## src/rtl/card_board_scanner_if.sv

```systemverilog
// Board-scan bundle between the regfile read port, the scanner
// and the game logic FSM.
interface card_board_scanner_if #(
  parameter int ADDR_W = 5,
  parameter int DATA_W = 14,
  parameter int CNT_W  = 6
);
  logic              start_scan;
  logic [ADDR_W-1:0] num_of_cards;
  logic [DATA_W-1:0] regfile_r_data;
  logic              read_all_cards;
  logic              busy;
  logic              scan_done;
  logic [CNT_W-1:0]  hidden_cnt;
  logic [CNT_W-1:0]  revealed_cnt;
  logic [CNT_W-1:0]  matched_cnt;
  logic              all_matched;
  logic [ADDR_W-1:0] revealed_addr_0;
  logic [ADDR_W-1:0] revealed_addr_1;
  logic              pair_found;
  logic              invalid_state;

  modport master (
    output start_scan, num_of_cards, regfile_r_data,
    input  read_all_cards, busy, scan_done,
    input  hidden_cnt, revealed_cnt, matched_cnt,
    input  all_matched, revealed_addr_0, revealed_addr_1,
    input  pair_found, invalid_state
  );

  modport slave (
    input  start_scan, num_of_cards, regfile_r_data,
    output read_all_cards, busy, scan_done,
    output hidden_cnt, revealed_cnt, matched_cnt,
    output all_matched, revealed_addr_0, revealed_addr_1,
    output pair_found, invalid_state
  );
endinterface

```

## src/rtl/card_board_scanner.sv

```systemverilog
// Sweeps the card regfile once per request and publishes per-state
// counts, the first two revealed cards and the match verdicts.
module card_board_scanner #(
  parameter int ADDR_W       = 5,
  parameter int DATA_W       = 14,
  parameter int STATE_W      = 2,
  parameter int CNT_W        = 6,
  parameter int FIRST_IDX    = 0,
  parameter int READ_LATENCY = 1,
  parameter logic [STATE_W-1:0] ST_HIDDEN   = 2'b00,
  parameter logic [STATE_W-1:0] ST_REVEALED = 2'b01,
  parameter logic [STATE_W-1:0] ST_MATCHED  = 2'b10
) (
  input logic clk,
  input logic rst,
  card_board_scanner_if.slave bus
);
  localparam int IDW = DATA_W - STATE_W;
  localparam int NW  = ADDR_W + 1;
  localparam int DW  = ADDR_W + 2;

  typedef enum logic [2:0] {
    IDLE, REQ, WAIT, COLLECT, DONE
  } state_t;

  state_t             st;
  logic [NW-1:0]      n_q;
  logic [NW-1:0]      k_q;
  logic [1:0]         w_q;
  logic [CNT_W-1:0]   h_a;
  logic [CNT_W-1:0]   r_a;
  logic [CNT_W-1:0]   m_a;
  logic               inv_a;
  logic [ADDR_W-1:0]  a0_a;
  logic [ADDR_W-1:0]  a1_a;
  logic [IDW-1:0]     id0_a;
  logic [IDW-1:0]     id1_a;

  logic [DW-1:0]      diff;
  logic [STATE_W-1:0] ws;
  logic [IDW-1:0]     wid;
  logic [ADDR_W-1:0]  cur;

  // diff goes negative (top bit set) when the last address precedes FIRST_IDX
  assign diff = DW'(bus.num_of_cards) - DW'(FIRST_IDX);
  assign ws   = bus.regfile_r_data[STATE_W-1:0];
  assign wid  = bus.regfile_r_data[DATA_W-1:STATE_W];
  assign cur  = ADDR_W'(FIRST_IDX) + k_q[ADDR_W-1:0];

  always_ff @(posedge clk) begin
    if (!rst) begin
      st                  <= IDLE;
      n_q                 <= '0;
      k_q                 <= '0;
      w_q                 <= '0;
      h_a                 <= '0;
      r_a                 <= '0;
      m_a                 <= '0;
      inv_a               <= 1'b0;
      a0_a                <= '0;
      a1_a                <= '0;
      id0_a               <= '0;
      id1_a               <= '0;
      bus.read_all_cards  <= 1'b0;
      bus.busy            <= 1'b0;
      bus.scan_done       <= 1'b0;
      bus.hidden_cnt      <= '0;
      bus.revealed_cnt    <= '0;
      bus.matched_cnt     <= '0;
      bus.all_matched     <= 1'b0;
      bus.revealed_addr_0 <= '0;
      bus.revealed_addr_1 <= '0;
      bus.pair_found      <= 1'b0;
      bus.invalid_state   <= 1'b0;
    end else begin
      bus.read_all_cards <= 1'b0;
      bus.scan_done      <= 1'b0;
      if (bus.scan_done) bus.busy <= 1'b0;
      unique case (st)
        IDLE: begin
          if (bus.start_scan && !bus.busy) begin
            bus.busy <= 1'b1;
            k_q      <= '0;
            w_q      <= '0;
            h_a      <= '0;
            r_a      <= '0;
            m_a      <= '0;
            inv_a    <= 1'b0;
            a0_a     <= '0;
            a1_a     <= '0;
            id0_a    <= '0;
            id1_a    <= '0;
            if (diff[DW-1]) begin
              n_q <= '0;
              st  <= DONE;
            end else begin
              n_q                <= diff[NW-1:0] + NW'(1);
              bus.read_all_cards <= 1'b1;
              st                 <= REQ;
            end
          end
        end
        REQ: st <= WAIT;
        WAIT: begin
          if (w_q == 2'(READ_LATENCY - 1)) st <= COLLECT;
          else w_q <= w_q + 2'd1;
        end
        COLLECT: begin
          unique case (1'b1)
            (ws == ST_HIDDEN):  h_a <= h_a + CNT_W'(1);
            (ws == ST_MATCHED): m_a <= m_a + CNT_W'(1);
            (ws == ST_REVEALED): begin
              r_a <= r_a + CNT_W'(1);
              if (r_a == '0) begin
                a0_a  <= cur;
                id0_a <= wid;
              end else if (r_a == CNT_W'(1)) begin
                a1_a  <= cur;
                id1_a <= wid;
              end
            end
            default: inv_a <= 1'b1;
          endcase
          k_q <= k_q + NW'(1);
          if (k_q == n_q - NW'(1)) st <= DONE;
        end
        DONE: begin
          bus.hidden_cnt      <= h_a;
          bus.revealed_cnt    <= r_a;
          bus.matched_cnt     <= m_a;
          bus.revealed_addr_0 <= a0_a;
          bus.revealed_addr_1 <= a1_a;
          bus.invalid_state   <= inv_a;
          bus.pair_found      <= (r_a == CNT_W'(2)) && (id0_a == id1_a);
          bus.all_matched     <= (m_a == CNT_W'(n_q)) && (n_q != '0);
          bus.scan_done       <= 1'b1;
          st                  <= IDLE;
        end
        default: st <= IDLE;
      endcase
    end
  end
endmodule

```

## src/flat_wrapper.sv

```systemverilog
// flat-port wrapper written by rule: the top's interface ports become plain ports
module card_board_scanner_flat 
#(
  parameter int ADDR_W       = 5,
  parameter int DATA_W       = 14,
  parameter int STATE_W      = 2,
  parameter int CNT_W        = 6,
  parameter int FIRST_IDX    = 0,
  parameter int READ_LATENCY = 1,
  parameter logic [STATE_W-1:0] ST_HIDDEN   = 2'b00,
  parameter logic [STATE_W-1:0] ST_REVEALED = 2'b01,
  parameter logic [STATE_W-1:0] ST_MATCHED  = 2'b10
)
  (clk, rst, bus_start_scan, bus_num_of_cards, bus_regfile_r_data, bus_read_all_cards, bus_busy, bus_scan_done, bus_hidden_cnt, bus_revealed_cnt, bus_matched_cnt, bus_all_matched, bus_revealed_addr_0, bus_revealed_addr_1, bus_pair_found, bus_invalid_state);
  card_board_scanner_if #(.ADDR_W(ADDR_W), .DATA_W(DATA_W), .CNT_W(CNT_W)) bus_i ();
  input logic clk;
  input logic rst;
  input wire logic [$bits(bus_i.start_scan)-1:0] bus_start_scan;
  input wire logic [$bits(bus_i.num_of_cards)-1:0] bus_num_of_cards;
  input wire logic [$bits(bus_i.regfile_r_data)-1:0] bus_regfile_r_data;
  output wire logic [$bits(bus_i.read_all_cards)-1:0] bus_read_all_cards;
  output wire logic [$bits(bus_i.busy)-1:0] bus_busy;
  output wire logic [$bits(bus_i.scan_done)-1:0] bus_scan_done;
  output wire logic [$bits(bus_i.hidden_cnt)-1:0] bus_hidden_cnt;
  output wire logic [$bits(bus_i.revealed_cnt)-1:0] bus_revealed_cnt;
  output wire logic [$bits(bus_i.matched_cnt)-1:0] bus_matched_cnt;
  output wire logic [$bits(bus_i.all_matched)-1:0] bus_all_matched;
  output wire logic [$bits(bus_i.revealed_addr_0)-1:0] bus_revealed_addr_0;
  output wire logic [$bits(bus_i.revealed_addr_1)-1:0] bus_revealed_addr_1;
  output wire logic [$bits(bus_i.pair_found)-1:0] bus_pair_found;
  output wire logic [$bits(bus_i.invalid_state)-1:0] bus_invalid_state;
  assign bus_i.start_scan = bus_start_scan;
  assign bus_i.num_of_cards = bus_num_of_cards;
  assign bus_i.regfile_r_data = bus_regfile_r_data;
  assign bus_read_all_cards = bus_i.read_all_cards;
  assign bus_busy = bus_i.busy;
  assign bus_scan_done = bus_i.scan_done;
  assign bus_hidden_cnt = bus_i.hidden_cnt;
  assign bus_revealed_cnt = bus_i.revealed_cnt;
  assign bus_matched_cnt = bus_i.matched_cnt;
  assign bus_all_matched = bus_i.all_matched;
  assign bus_revealed_addr_0 = bus_i.revealed_addr_0;
  assign bus_revealed_addr_1 = bus_i.revealed_addr_1;
  assign bus_pair_found = bus_i.pair_found;
  assign bus_invalid_state = bus_i.invalid_state;
  card_board_scanner #(.ADDR_W(ADDR_W), .DATA_W(DATA_W), .STATE_W(STATE_W), .CNT_W(CNT_W), .FIRST_IDX(FIRST_IDX), .READ_LATENCY(READ_LATENCY), .ST_HIDDEN(ST_HIDDEN), .ST_REVEALED(ST_REVEALED), .ST_MATCHED(ST_MATCHED)) u_core (.clk(clk), .rst(rst), .bus(bus_i));
endmodule
```

## config.mk

```make
export PLATFORM = sky130hd
export DESIGN_NAME = card_board_scanner_flat
export DESIGN_NICKNAME = d
export VERILOG_FILES = /design/src/rtl/card_board_scanner_if.sv /design/src/rtl/card_board_scanner.sv /design/src/flat_wrapper.sv
export SDC_FILE = /design/constraint.sdc
export NUM_CORES = 1
export LEC_CHECK = 0
export BUFFER_PORTS_ARGS = -buffer_cell sky130_fd_sc_hd__buf_4
export CAP_MARGIN = 10
export CORE_MARGIN = 2
export CORE_UTILIZATION = 60
export DETAILED_ROUTE_END_ITERATION = 6
export PLACE_DENSITY = 0.82
export REMOVE_ABC_BUFFERS = 1
export SKIP_LAST_GASP = 1
export SLEW_MARGIN = 20
export SYNTH_ARGS = -nofsm -noshare
export SYNTH_HDL_FRONTEND = slang
export SYNTH_SLANG_ARGS = --single-unit
```

## constraint.sdc

```tcl
create_clock -name clk -period 2.6 [get_ports clk]
set_input_delay 0.13 -clock clk [delete_from_list [all_inputs] [get_ports clk]]
set_output_delay 0.13 -clock clk [all_outputs]
set_load 0.02 [all_outputs]
```

== Word-level counts from Yosys, hierarchy flattened ==
Cells that the tools add are included.

* Bits in registers: 104
* Output and inout bits: 34
* Input bits: 22

* Eq/ne operators: 22
* Muxes and demuxes: 39
* Add/sub/neg operators: 7
* Reduce and logical (&&, ||, !) cells: 23

{| class="wikitable"
|+ Operators by type and width
! operator !! count
|-
| 2-to-1 mux 12 bit || 6
|-
| case mux 12 bit (2 select lines) || 2
|-
| case mux 6 bit (2 select lines) || 4
|-
| 2-to-1 mux 5 bit || 6
|-
| adder 6 x 1 -> 6 bit, second input constant || 4
|-
| 2-to-1 mux 6 bit || 4
|-
| case mux 5 bit (2 select lines) || 2
|-
| AND reduction 3 bit || 6
|-
| != test 2 x 1 -> 1 bit, second input constant || 8
|-
| equality test 12 bit || 1
|-
| equality test 6 bit || 2
|-
| case mux 3 bit (4 select lines) || 1
|-
| 2-to-1 mux 3 bit || 3
|-
| 2-to-1 mux 1 bit || 7
|-
| adder 5 x 1 -> 6 bit, second input constant || 1
|-
| equality test 3 x 2 -> 1 bit, second input constant || 2
|-
| equality test 6 x 1 -> 1 bit, second input constant || 1
|-
| equality test 6 x 2 -> 1 bit, second input constant || 1
|-
| zero test 6 bit || 1
|-
| != test 2 bit, second input constant || 3
|-
| AND reduction 2 bit || 3
|-
| nonzero test 6 bit || 1
|-
| subtractor 6 x 1 -> 6 bit, second input constant || 1
|-
| AND reduction 5 bit || 1
|-
| other kinds (15) || 20
|}

== Longest topological paths before layout ==
Gate-level depths: netlist of the first run.

* Depth after elaboration: 5
* Gate-level depth with buffers: 9
* Mapped depth without buffers: 7

== Least setup slack after synthesis of the first run ==
OpenSTA, ideal clock, no wires.

* Kind: reg2reg
* Start: register u_core.n_q[0]
* End: register u_core.st[0]
* Setup slack: 0.892 ns
* Stages on the path, launching flop included: 9
* Data required time: 2.470 ns
* Buffers on the path: 1
* Arrival time: 1.578 ns
* Cell sequence: dfxtp_1 > clkbuf_1 > inv_1 > ha_1 > xnor2_1 > a211oi_1 > nand3_1 > nor3_1 > o21ai_0

* Longest elaborated chain between the ends: 4

{| class="wikitable"
|+ Ends and longest elaborated chain
! what !! RTL line !! source
|-
| from (decl) || card_board_scanner.sv:27 || <nowiki>logic [NW-1:0] n_q;</nowiki>
|-
| from (signal assigned) || card_board_scanner.sv:97 || <nowiki>n_q <= diff[NW-1:0] + NW'(1);</nowiki>
|-
| subtractor 6 x 1 -> 6 bit || card_board_scanner.sv:125 || <nowiki>if (k_q == n_q - NW'(1)) st <= DONE;</nowiki>
|-
| equality test 6 bit || card_board_scanner.sv:125 ||
|-
| != test 2 x 1 -> 1 bit (no line) || - ||
|-
| AND reduction 3 bit (no line) || - ||
|-
| to (signal assigned) || card_board_scanner.sv:125 ||
|-
| to (signal assigned) || card_board_scanner.sv:137 || <nowiki>st <= IDLE;</nowiki>
|-
| to (signal assigned) || card_board_scanner.sv:139 || <nowiki>default: st <= IDLE;</nowiki>
|-
| to (decl) || card_board_scanner.sv:26 || <nowiki>state_t st;</nowiki>
|}

Every way passes these cells.
A chain may end at the register's enable or synchronous reset.

== Worst setup path in the final report of the first run ==
* Start: register u_core.st[1]
* End: register u_core.a0_a[1]

* Longest elaborated chain between the ends: 3
* Elaborated cells between the ends (all ways): 8
* Classes of those cells: eq/ne: 4; mux: 1; reduce/logical: 3

{| class="wikitable"
|+ Ends and longest elaborated chain
! what !! RTL line !! source
|-
| from (signal assigned) || card_board_scanner.sv:52 || <nowiki>st <= IDLE;</nowiki>
|-
| from (signal assigned) || card_board_scanner.sv:95 || <nowiki>st <= DONE;</nowiki>
|-
| from (signal assigned) || card_board_scanner.sv:99 || <nowiki>st <= REQ;</nowiki>
|-
| equality test 3 x 2 -> 1 bit / zero test 3 bit (equally long branches) || card_board_scanner.sv:79 || <nowiki>unique case (st)</nowiki>
|-
| != test 2 x 1 -> 1 bit (no line) / nonzero test 2 bit (equally long branches) || - ||
|-
| AND reduction 4 bit (no line) || - ||
|-
| to (signal assigned) || card_board_scanner.sv:115 || <nowiki>a0_a <= cur;</nowiki>
|-
| to (decl) || card_board_scanner.sv:34 || <nowiki>logic [ADDR_W-1:0] a0_a;</nowiki>
|}

Parallel ways exist; a longest one is shown, timed or not.

==> results.json, run 1 <==
{
  "cts.sinks": 104,
  "drive_gt1_share_pct": 15.04,
  "nNetsFinal": 613,
  "numCtsBuffers": 9,
  "synth_cell_types": 44,
  "min_period_over_period_pct": 81.36,
  "ctsRootBufferMaster": "clkbuf_8",
  "dp_hpwl_microns": 6760,
  "grt_use_met2_pct": 40.40,
  "start_util_pct": 61.82,
  "antennaDiodeCount": 0,
  "wire_per_inst_microns": 14.59,
  "num_vias": 3887,
  "cts_buffer_depth": 2,
  "seq_area_frac_synth_pct": 43.81,
  "yosysMostFrequentCell": "dfxtp_1",
  "powerDensity_nw_per_um2": 586.7,
  "syn_to_final_growth_pct": 12.80,
  "vias_per_cell": 5.658,
  "htreeDepth": 3,
  "worst_pin_slew_ps": 709.9,
  "fmax_mhz": 472.7,
  "cp-start-kind": "flop",
  "reg2reg_from": "u_core.st[1]",
  "synthTopCellsByCount": "104 x dfxtp_1, 101 x nand2_1, 65 x nand3_1, 51 x a21boi_0",
  "p_leak_nw": 2.015,
  "grt.busiest_layer": "met2",
  "synth_ff_type": "dfxtp_1",
  "row_count": 32,
  "power_frac_clock_pct": 32.3,
  "routed_wl_microns": 10020,
  "synthesis.area_sq_um": 4752,
  "finalCriticalPeriod_ps": 2115,
  "ioPinCount": 56,
  "combPwrFrac_pct": 14.5,
  "grt_pass1_wl_microns": 16770,
  "ctsHoldBuffers": 0,
  "port_buffers": 55,
  "core_area_sq_um": 7687,
  "fill_cells": 620,
  "crit_slowest_cell": "and3_1",
  "cts_setup_buffers": 0,
  "worst_path_largest_cell_delay_ps": 680,
  "avgSynthCellArea_sq_um": 8.751,
  "synthTopCellsByArea": "dfxtp_1 44%, a21boi_0 8.1%, nand2_1 8.0%",
  "rsz0062_at_grt": "false",
  "path_cells": "nand3b_4 -> nor3b_4 -> and3_1 -> nand3_1 -> a21boi_1",
  "synth_top_area_cell": "dfxtp_1",
  "dr.pass1.iters": 5,
  "ys_warn_count": 0,
  "postSynthCellCount": 543,
  "cpLargestDelayFamily": "simple AND/OR/NAND/NOR gates",
  "clock_latency_ps": 370,
  "p_seq_share_pct": 53.3,
  "use_met3_pct": 4.512,
  "grt_pass1_vias": 3764,
  "whs_endpoint": "u_core.id1_a[6]",
  "die_area_sq_um": 8648,
  "first_iter_violations": 184,
  "die_w_microns": 93.00,
  "synth_edf_count": 0,
  "hold_start": "bus_regfile_r_data[8]",
  "max-slew-margin-rel_pct": 52.67,
  "dpl_worst_slack_ps": 487.3,
  "finalHoldViolCount": 0,
  "setup_slack_ps": 484.6,
  "worstReg2RegEnd": "u_core.a0_a[1]",
  "worstPathArrival_ps": 2420,
  "end_kind": "flop",
  "min_path_cells": 3,
  "r2r_slack_ps": 480,
  "ys_ff_latch": 104,
  "drc": 0,
  "synth_top_area_share_pct": 43.81,
  "ant_nets": 0,
  "use_met1_pct": 30.36,
  "fin_skew_ps": 13.14,
  "hp-class": "in2reg",
  "final_max_slew_viol_count": 0,
  "final-setup-viol-count": 0,
  "cp_max_fo": 17,
  "p_sw_mw": 0.8788,
  "swShare_pct": 27.94,
  "tns_ps": 0,
  "die_h_microns": 93.00,
  "clk_pin_slew_ps": 100,
  "track_usage_pct": 24.15,
  "place_congestion": 0.7599,
  "cts_tree": "done",
  "power.internal_mw": 2.266,
  "overflow": 0,
  "cp.required_ps": 2900,
  "antenna_found_initial": 0,
  "grt_max_degree": 51,
  "cts_resized": 0,
  "synth_async_sr_flop_share_pct": 0,
  "worstSetupPathType": "reg2reg",
  "outcome": "completed",
  "cap_violations": 0,
  "peakVddDrop_mv": 0.3235,
  "cp.buffers_inverters": 0,
  "rr_worst_depth": 5
}
[final cells by class]
cell class / count / area (sq um) / area share [%]
clock buffer: 11 / 141.4 / 2.638
sequential: 104 / 2082 / 38.84
clock inverter: 5 / 53.80 / 1.004
inverter: 8 / 30.03 / 0.5602
multi-input combinational: 394 / 2452 / 45.75
tap: 102 / 127.6 / 2.381
timing repair buffer: 63 / 473.0 / 8.824
[metal layers]
layer	vias up	share of wire, %	wire [microns]
met5	-	0	0
met4	0	1.7	167
met3	20	4.4	446
met2	99	48	4844
met1	1846	46	4566
li1	1922	-	-
[power groups by stage]
stage	sequential, mW	combinational (mW)	clock (mW)
after CTS	1.68	0.453	1.02
after global routing	1.68	0.499	1.09
after global placement	1.71	0.437	0
after floorplan	1.71	0.292	0
after detailed placement	1.71	0.451	0
final	1.68	0.455	1.01
[layout by cell type, fill, tap and decap left out, types with 4 or more instances in the layout]
master     netlist  routed
xor2_1          17      17
clkbuf_8         0      10
o211a_1          5       5
and2_1           8       8
dfxtp_1        104     104
nand3_1         65      65
buf_4            1      63
xnor2_1         25      25
nand3b_1         5       5
a21boi_0        51      51
inv_1            8       8
nor3_1           5       5
a21boi_1        20      20
nand4_1          9       9
nor2_1          25      25
nand2_1        101     101
o21ai_0          7       7
and3_1           6       6
o2111ai_1        4       4
ha_1            11      11
[state kept, by name, summed over array words and instances, names as in the netlist]
name,count
u_core.a0_a,5
u_core.a1_a,5
u_core.bus.all_matched,1
u_core.bus.busy,1
u_core.bus.hidden_cnt,6
u_core.bus.invalid_state,1
u_core.bus.matched_cnt,6
u_core.bus.pair_found,1
u_core.bus.read_all_cards,1
u_core.bus.revealed_addr_0,5
u_core.bus.revealed_addr_1,5
u_core.bus.revealed_cnt,6
u_core.bus.scan_done,1
u_core.h_a,6
u_core.id0_a,12
u_core.id1_a,12
u_core.inv_a,1
u_core.k_q,6
u_core.m_a,6
u_core.n_q,6
u_core.r_a,6
u_core.st,3
u_core.w_q,2
[metrics by stage]
stage               util, %  power [mW]  instance area, sq um  hold slack, ps  std cells
finish                69.73       3.145                  5360           18.18        687
global route          69.73       3.268                  5360           14.27        687
CTS                   69.73       3.145                  5360           20.18        687
detailed placement    67.19       2.164                  5165           410.1        671
global placement      67.19       2.147                  5165           401.8        671
floorplan                 -       1.998                  4564           247.7        506
[how the worst max path moves through the flow]
stage	endpoint	startpoint	slack, ps	depth (start not counted)
6_report	u_core.a0_a[1]	u_core.st[1]	480	5
5_1_grt	u_core.id1_a[11]	u_core.st[2]	310	5
4_1_cts	u_core.id0_a[5]	u_core.st[1]	480	5
3_5_place_dp	u_core.id0_a[5]	u_core.st[1]	490	5
3_3_place_gp	u_core.id0_a[7]	u_core.st[1]	570	5
2_1_floorplan	u_core.a1_a[4]	u_core.st[1]	170	5
[cell families (layout without fill, tap and decap cells)]
kind of cell / Yosys count / count (layout) / share of synthesized area (%)
compound gates: 100 / 100 / 15.98
xor+xnor: 42 / 42 / 7.741
fa+ha+maj: 11 / 11 / 2.896
buf+inv: 45 / 87 / 4.581
flops: 104 / 104 / 43.81
mux: 3 / 3 / 0.6319
simple gates: 238 / 238 / 24.36
[tightest hold or removal path, cell delays in order]
cell	delay [ps]
buf_4	110
nand3_1	60
a21boi_1	50
Power figures use the tool's default switching activity.
==> run 2: changes to the inputs <==
- CORE_UTILIZATION: 60 -> 58
- PLACE_DENSITY: 0.82 -> 0.79
- clock period: 2.6 -> 1.95 ns (I/O delays scaled with it)
==> run 2 against run 1 <==
  * Via count barely moved
  * Cell count rose by 3.2%
  * Core utilization fell by 1.3 points
  * Power rose by 32%
  * Sequential share of layout area fell by 1.2 points
  * Combinational power rose by 47%
  * Design area rose by 3.3%
  * Wire length rose by 2.7%
  * Largest power group unchanged
==> results.json, run 2 (synthesis results as in run 1) <==
{
  "outcome": "completed",
  "vias_per_cell": 5.481,
  "use_met1_pct": 33.12,
  "grt_max_degree": 35,
  "worstSetupPathType": "reg2reg",
  "syn_to_final_growth_pct": 16.56,
  "num_vias": 3886,
  "clk_pin_slew_ps": 100,
  "port_buffers": 55,
  "drive_gt1_share_pct": 16.72,
  "drc": 0,
  "nNetsFinal": 632,
  "worstReg2RegEnd": "u_core.id1_a[8]",
  "end_kind": "flop",
  "powerDensity_nw_per_um2": 749.5,
  "die_h_microns": 94.52,
  "cp_max_fo": 17,
  "dp_hpwl_microns": 6934,
  "finalCriticalPeriod_ps": 1780,
  "core_area_sq_um": 8093,
  "peakVddDrop_mv": 0.4230,
  "rr_worst_depth": 7,
  "cp-start-kind": "flop",
  "hp-class": "in2reg",
  "die_area_sq_um": 8933,
  "grt_use_met2_pct": 40.71,
  "place_congestion": 0.8639,
  "p_leak_nw": 2.089,
  "worstPathArrival_ps": 2070,
  "crit_slowest_cell": "dfxtp_1",
  "routed_wl_microns": 10300,
  "hold_start": "bus_num_of_cards[0]",
  "cp.required_ps": 2240,
  "ant_nets": 0,
  "grt.busiest_layer": "met2",
  "overflow": 0,
  "final_common_cell": "dfxtp_1",
  "r2r_slack_ps": 170,
  "path_cells": "inv_1 -> ha_1 -> nand3b_1 -> a22oi_4 -> buf_4 -> nand3_1 -> a21boi_0",
  "wire_per_inst_microns": 14.52,
  "finalHoldViolCount": 0,
  "cap_violations": 0,
  "grt_pass1_wl_microns": 17370,
  "cp.buffers_inverters": 2,
  "cpLargestDelayFamily": "flip-flops",
  "final_core_util_pct": 68.44,
  "reg2reg_from": "u_core.r_a[0]",
  "htreeDepth": 3,
  "max-slew-margin-rel_pct": 64.05,
  "row_count": 33,
  "tns_ps": 0,
  "first_iter_violations": 144,
  "worst_pin_slew_ps": 535.1,
  "start_util_pct": 58.72,
  "whs_endpoint": "u_core.n_q[0]",
  "min_path_cells": 3,
  "fill_cells": 681,
  "ioPinCount": 56,
  "fmax_mhz": 561.9,
  "dr.pass1.iters": 4,
  "top_regs": "u_core.id0_a: 12 flops, u_core.id1_a: 12 flops",
  "numCtsBuffers": 9,
  "track_usage_pct": 24.48,
  "final_max_slew_viol_count": 0,
  "die_w_microns": 94.52,
  "cts_setup_buffers": 0,
  "cts_tree": "done",
  "final-setup-viol-count": 0,
  "clock_latency_ps": 370,
  "min_period_over_period_pct": 91.27,
  "worst_path_largest_cell_delay_ps": 450,
  "ctsRootBufferMaster": "clkbuf_8",
  "power_mw": 4.151,
  "cts_buffer_depth": 2,
  "antennaDiodeCount": 0,
  "grt_pass1_vias": 3656,
  "antenna_found_initial": 0,
  "use_met3_pct": 3.272,
  "fin_skew_ps": 14.20,
  "cts.sinks": 104,
  "most-common-layout-cells": "102 x dfxtp_1, 101 x nand2_1, 70 x buf_4"
}
## run 2: cell count changes in the layout (fill, tap and decap cells not counted), moves of 2 or more
| cell | change |
|---|---|
| buf_4 | +7 |
| clkinv_2 | -3 |
| clkinvlp_4 | +2 |
| dfxtp_1 | -2 |
| dfxtp_2 | +2 |
| dlygate4sd3_1 | +10 |
| inv_6 | +2 |
## run 2: per-layer routing
metal / share of wire (%) / routed length (microns) / vias up
li1: - / - / 1962
met1: 46 / 4734 / 1833
met2: 48 / 4962 / 83
met3: 4.7 / 488 / 8
met4: 1.1 / 112 / 0
met5: 0 / 0 / -
## run 2: worst register-to-register path: stages, from the launching register on
cell and delay [ps]:
dfxtp_1 450, inv_1 100, ha_1 230, nand3b_1 240
a22oi_4 150, buf_4 250, nand3_1 100, a21boi_0 190
## run 2: report_power, final
group | internal, mW | switching [mW]
clock | 0.481 | 0.763
combinational | 0.273 | 0.396
sequential | 2.17 | 0.0698
## run 2: per-stage QoR
stage | worst slack (ps) | cell area, sq um | hold WS, ps | instances
finish | 170.2 | 5539 | 4.387 | 709
global route | -4.617 | 5539 | 2.724 | 709
CTS | 67.58 | 5517 | 4.877 | 708
detailed placement | 84.85 | 5249 | 379.2 | 683
global placement | 147.7 | 5249 | 367.1 | 683
floorplan | -478.2 | 4564 | 215.2 | 506
## run 2: cell type report
class,instances,area (sq um),area share (%)
sequential,104,2085,37.63
timing repair buffer,82,656.9,11.86
clock inverter,6,50.05,0.9035
multi-input combinational,394,2459,44.39
tap,105,131.4,2.372
clock buffer,10,127.6,2.304
inverter,8,30.03,0.5421
## run 2: worst max path at each step
| stage | from | endpoint | depth (start not counted) |
|---|---|---|---|
| 2_1_floorplan | u_core.st[1] | u_core.a1_a[4] | 5 |
| 3_3_place_gp | u_core.n_q[0] | u_core.st[0] | 7 |
| 3_5_place_dp | u_core.st[1] | u_core.k_q[4] | 5 |
| 4_1_cts | u_core.st[1] | u_core.k_q[4] | 5 |
| 5_1_grt | u_core.n_q[1] | u_core.st[0] | 7 |
| 6_report | u_core.r_a[0] | u_core.id1_a[8] | 7 |
## run 2: what timing repair did
action                                  CTS  global route
endpoints found under the setup margin    0            10
hold endpoints to repair                 15             1
gates resized for setup                   0             5
hold buffers                              9             1
==> run 3: changes to the inputs <==
- CORE_UTILIZATION: 58 -> 45
- PLACE_DENSITY: 0.79 -> not set
==> run 3 against run 2 <==
  * Count of clock-buffer cells in the layout is 3 higher
  * Power is 0.30% lower
  * First-iteration DRC count is 24% higher
  * Core utilization is 14 points lower
  * Die area is 28% higher
  * Critical path depth is 2 lower
  * Non-clock buffer count is 7 higher
  * Flip-flop and latch count stayed put
  * Wire length is 2.7% higher
  * Largest power group unchanged
  * Highest routed layer unchanged
==> results.json, run 3 (synthesis results as in run 1) <==
{
  "place_inst": 719,
  "place_congestion": 0.8351,
  "dpl_worst_slack_ps": 127.9,
  "cp.required_ps": 2230,
  "fin_cells": 747,
  "num_vias": 3929,
  "peakVddDrop_mv": 0.3552,
  "startpoint": "u_core.r_a[4]",
  "clock_latency_ps": 360,
  "row_count": 37,
  "port_buffers": 55,
  "die_area_sq_um": 11400,
  "setup_slack_ps": 200.6,
  "dp_hpwl_microns": 7239,
  "nNetsFinal": 639,
  "multi_input_area_sq_um": 2460,
  "vias_per_cell": 5.260,
  "finalCriticalPeriod_ps": 1749,
  "cp-start-kind": "flop",
  "htreeDepth": 3,
  "overflow": 0,
  "worst_pin_slew_ps": 518.2,
  "crit_slowest_cell": "or4_1",
  "clk_pin_slew_ps": 100,
  "combPwrFrac_pct": 16.8,
  "wire_per_inst_microns": 14.15,
  "ioPinCount": 56,
  "first_iter_violations": 179,
  "cts_setup_buffers": 0,
  "core_area_sq_um": 10280,
  "min_period_over_period_pct": 89.71,
  "antennaDiodeCount": 0,
  "cap_violations": 0,
  "finalHoldViolCount": 0,
  "final_max_slew_viol_count": 0,
  "cts_tree": "done",
  "p_leak_nw": 2.121,
  "swShare_pct": 28.58,
  "ctsRootBufferMaster": "clkbuf_8",
  "worstPathArrival_ps": 2030,
  "outcome": "completed",
  "power_frac_clock_pct": 29.2,
  "p_sw_mw": 1.183,
  "syn_to_final_growth_pct": 18.27,
  "powerDensity_nw_per_um2": 736.4,
  "hold_slack_ps": 43.44,
  "end_kind": "flop",
  "track_usage_pct": 19.16,
  "drc": 0,
  "fmax_mhz": 571.6,
  "grt_max_degree": 43,
  "ff_latch_area_sq_um": 2083,
  "routed_wl_microns": 10570,
  "ant_nets": 0,
  "max-slew-margin-rel_pct": 65.19,
  "drive_gt1_share_pct": 17.02,
  "antenna_found_initial": 0,
  "worstSetupPathType": "reg2reg",
  "cts_buffer_depth": 2,
  "final_common_cell": "dfxtp_1",
  "die_h_microns": 106.8,
  "grt_pass1_wl_microns": 17600,
  "start_util_pct": 46.24,
  "reg2reg_from": "u_core.r_a[4]",
  "top_regs": "u_core.id0_a: 12 flops, u_core.id1_a: 12 flops",
  "p_seq_share_pct": 54.0,
  "cp_max_fo": 4,
  "die_w_microns": 106.8,
  "hold_start": "bus_regfile_r_data[1]",
  "grt_pass1_vias": 3626,
  "cts.sinks": 104,
  "power_mw": 4.139,
  "fin_skew_ps": 7.706,
  "numCtsBuffers": 9,
  "dr.pass1.iters": 4,
  "power.internal_mw": 2.956,
  "final-setup-viol-count": 0,
  "most-common-layout-cells": "103 x dfxtp_1, 101 x nand2_1, 76 x buf_4",
  "rsz0062_at_grt": "false",
  "worst_path_largest_cell_delay_ps": 490,
  "path_cells": "nor4_2 -> buf_4 -> nand4_1 -> or4_1 -> a21boi_0",
  "fill_cells": 983,
  "hp-class": "in2reg"
}
## run 3: changes by cell type in the layout (fill, tap and decap cells not counted), moves of 2 or more
cell,before,now
dlygate4sd3_1,10,12
clkbuf_1,1,3
buf_4,70,76
clkinv_2,0,2
inv_6,3,0
## run 3: critical path: cells and delay by family, from the launching register on
kind	cells	cell delay [ps]
simple gates	3	930
flops	1	370
buf+inv	1	180
compound gates	1	200
## run 3: power by group through the flow
| stage | registers, mW | clock network [mW] | logic [mW] |
|---|---|---|---|
| after floorplan | 2.27 | 0 | 0.389 |
| after global placement | 2.28 | 0 | 0.663 |
| after detailed placement | 2.28 | 0 | 0.668 |
| after CTS | 2.24 | 1.25 | 0.691 |
| after global routing | 2.25 | 1.34 | 0.758 |
| final | 2.24 | 1.21 | 0.695 |
## run 3: what timing repair did
item	CTS	global route
setup endpoints to repair	0	11
hold buffers	12	0
gates resized for setup	0	4
hold endpoints to repair	22	0
## run 3: stage by stage
step                      instance area, sq um  setup TNS [ps]  util, %
final                                     5620               0    54.69
after global routing                      5620               0    54.69
after CTS                                 5612               0    54.60
after detailed placement                  5325               0    51.81
after global placement                    5325               0    51.81
after floorplan                           4564           -8900        -
## run 3: final cells by class
class                   instances  area share, %
flip-flops and latches        104          37.07
inverters                       8         0.5343
clock buffers                  13          2.649
well taps                     136          3.028
repair buffers                 89          12.64
multi-input cells             394          43.77
clock inverters                 3         0.3117
## run 3: final timing paths
check / to / slack [ps] / cells after the start
min: u_core.inv_a / 40 / 3
max: u_core.bus.pair_found / 200 / 5
max reg2reg: u_core.bus.pair_found / 200 / 5
min reg2reg: u_core.a1_a[2] / 460 / 2
## run 3: layer usage
metal	wire length (microns)	part of all wire (%)	vias up	GRT usage [%]
met2	4805	45	70	30.57
met5	0	0	-	0
met3	450	4.3	11	3.891
li1	-	-	1972	-
met4	133	1.3	0	5.659
met1	5181	49	1876	26.25
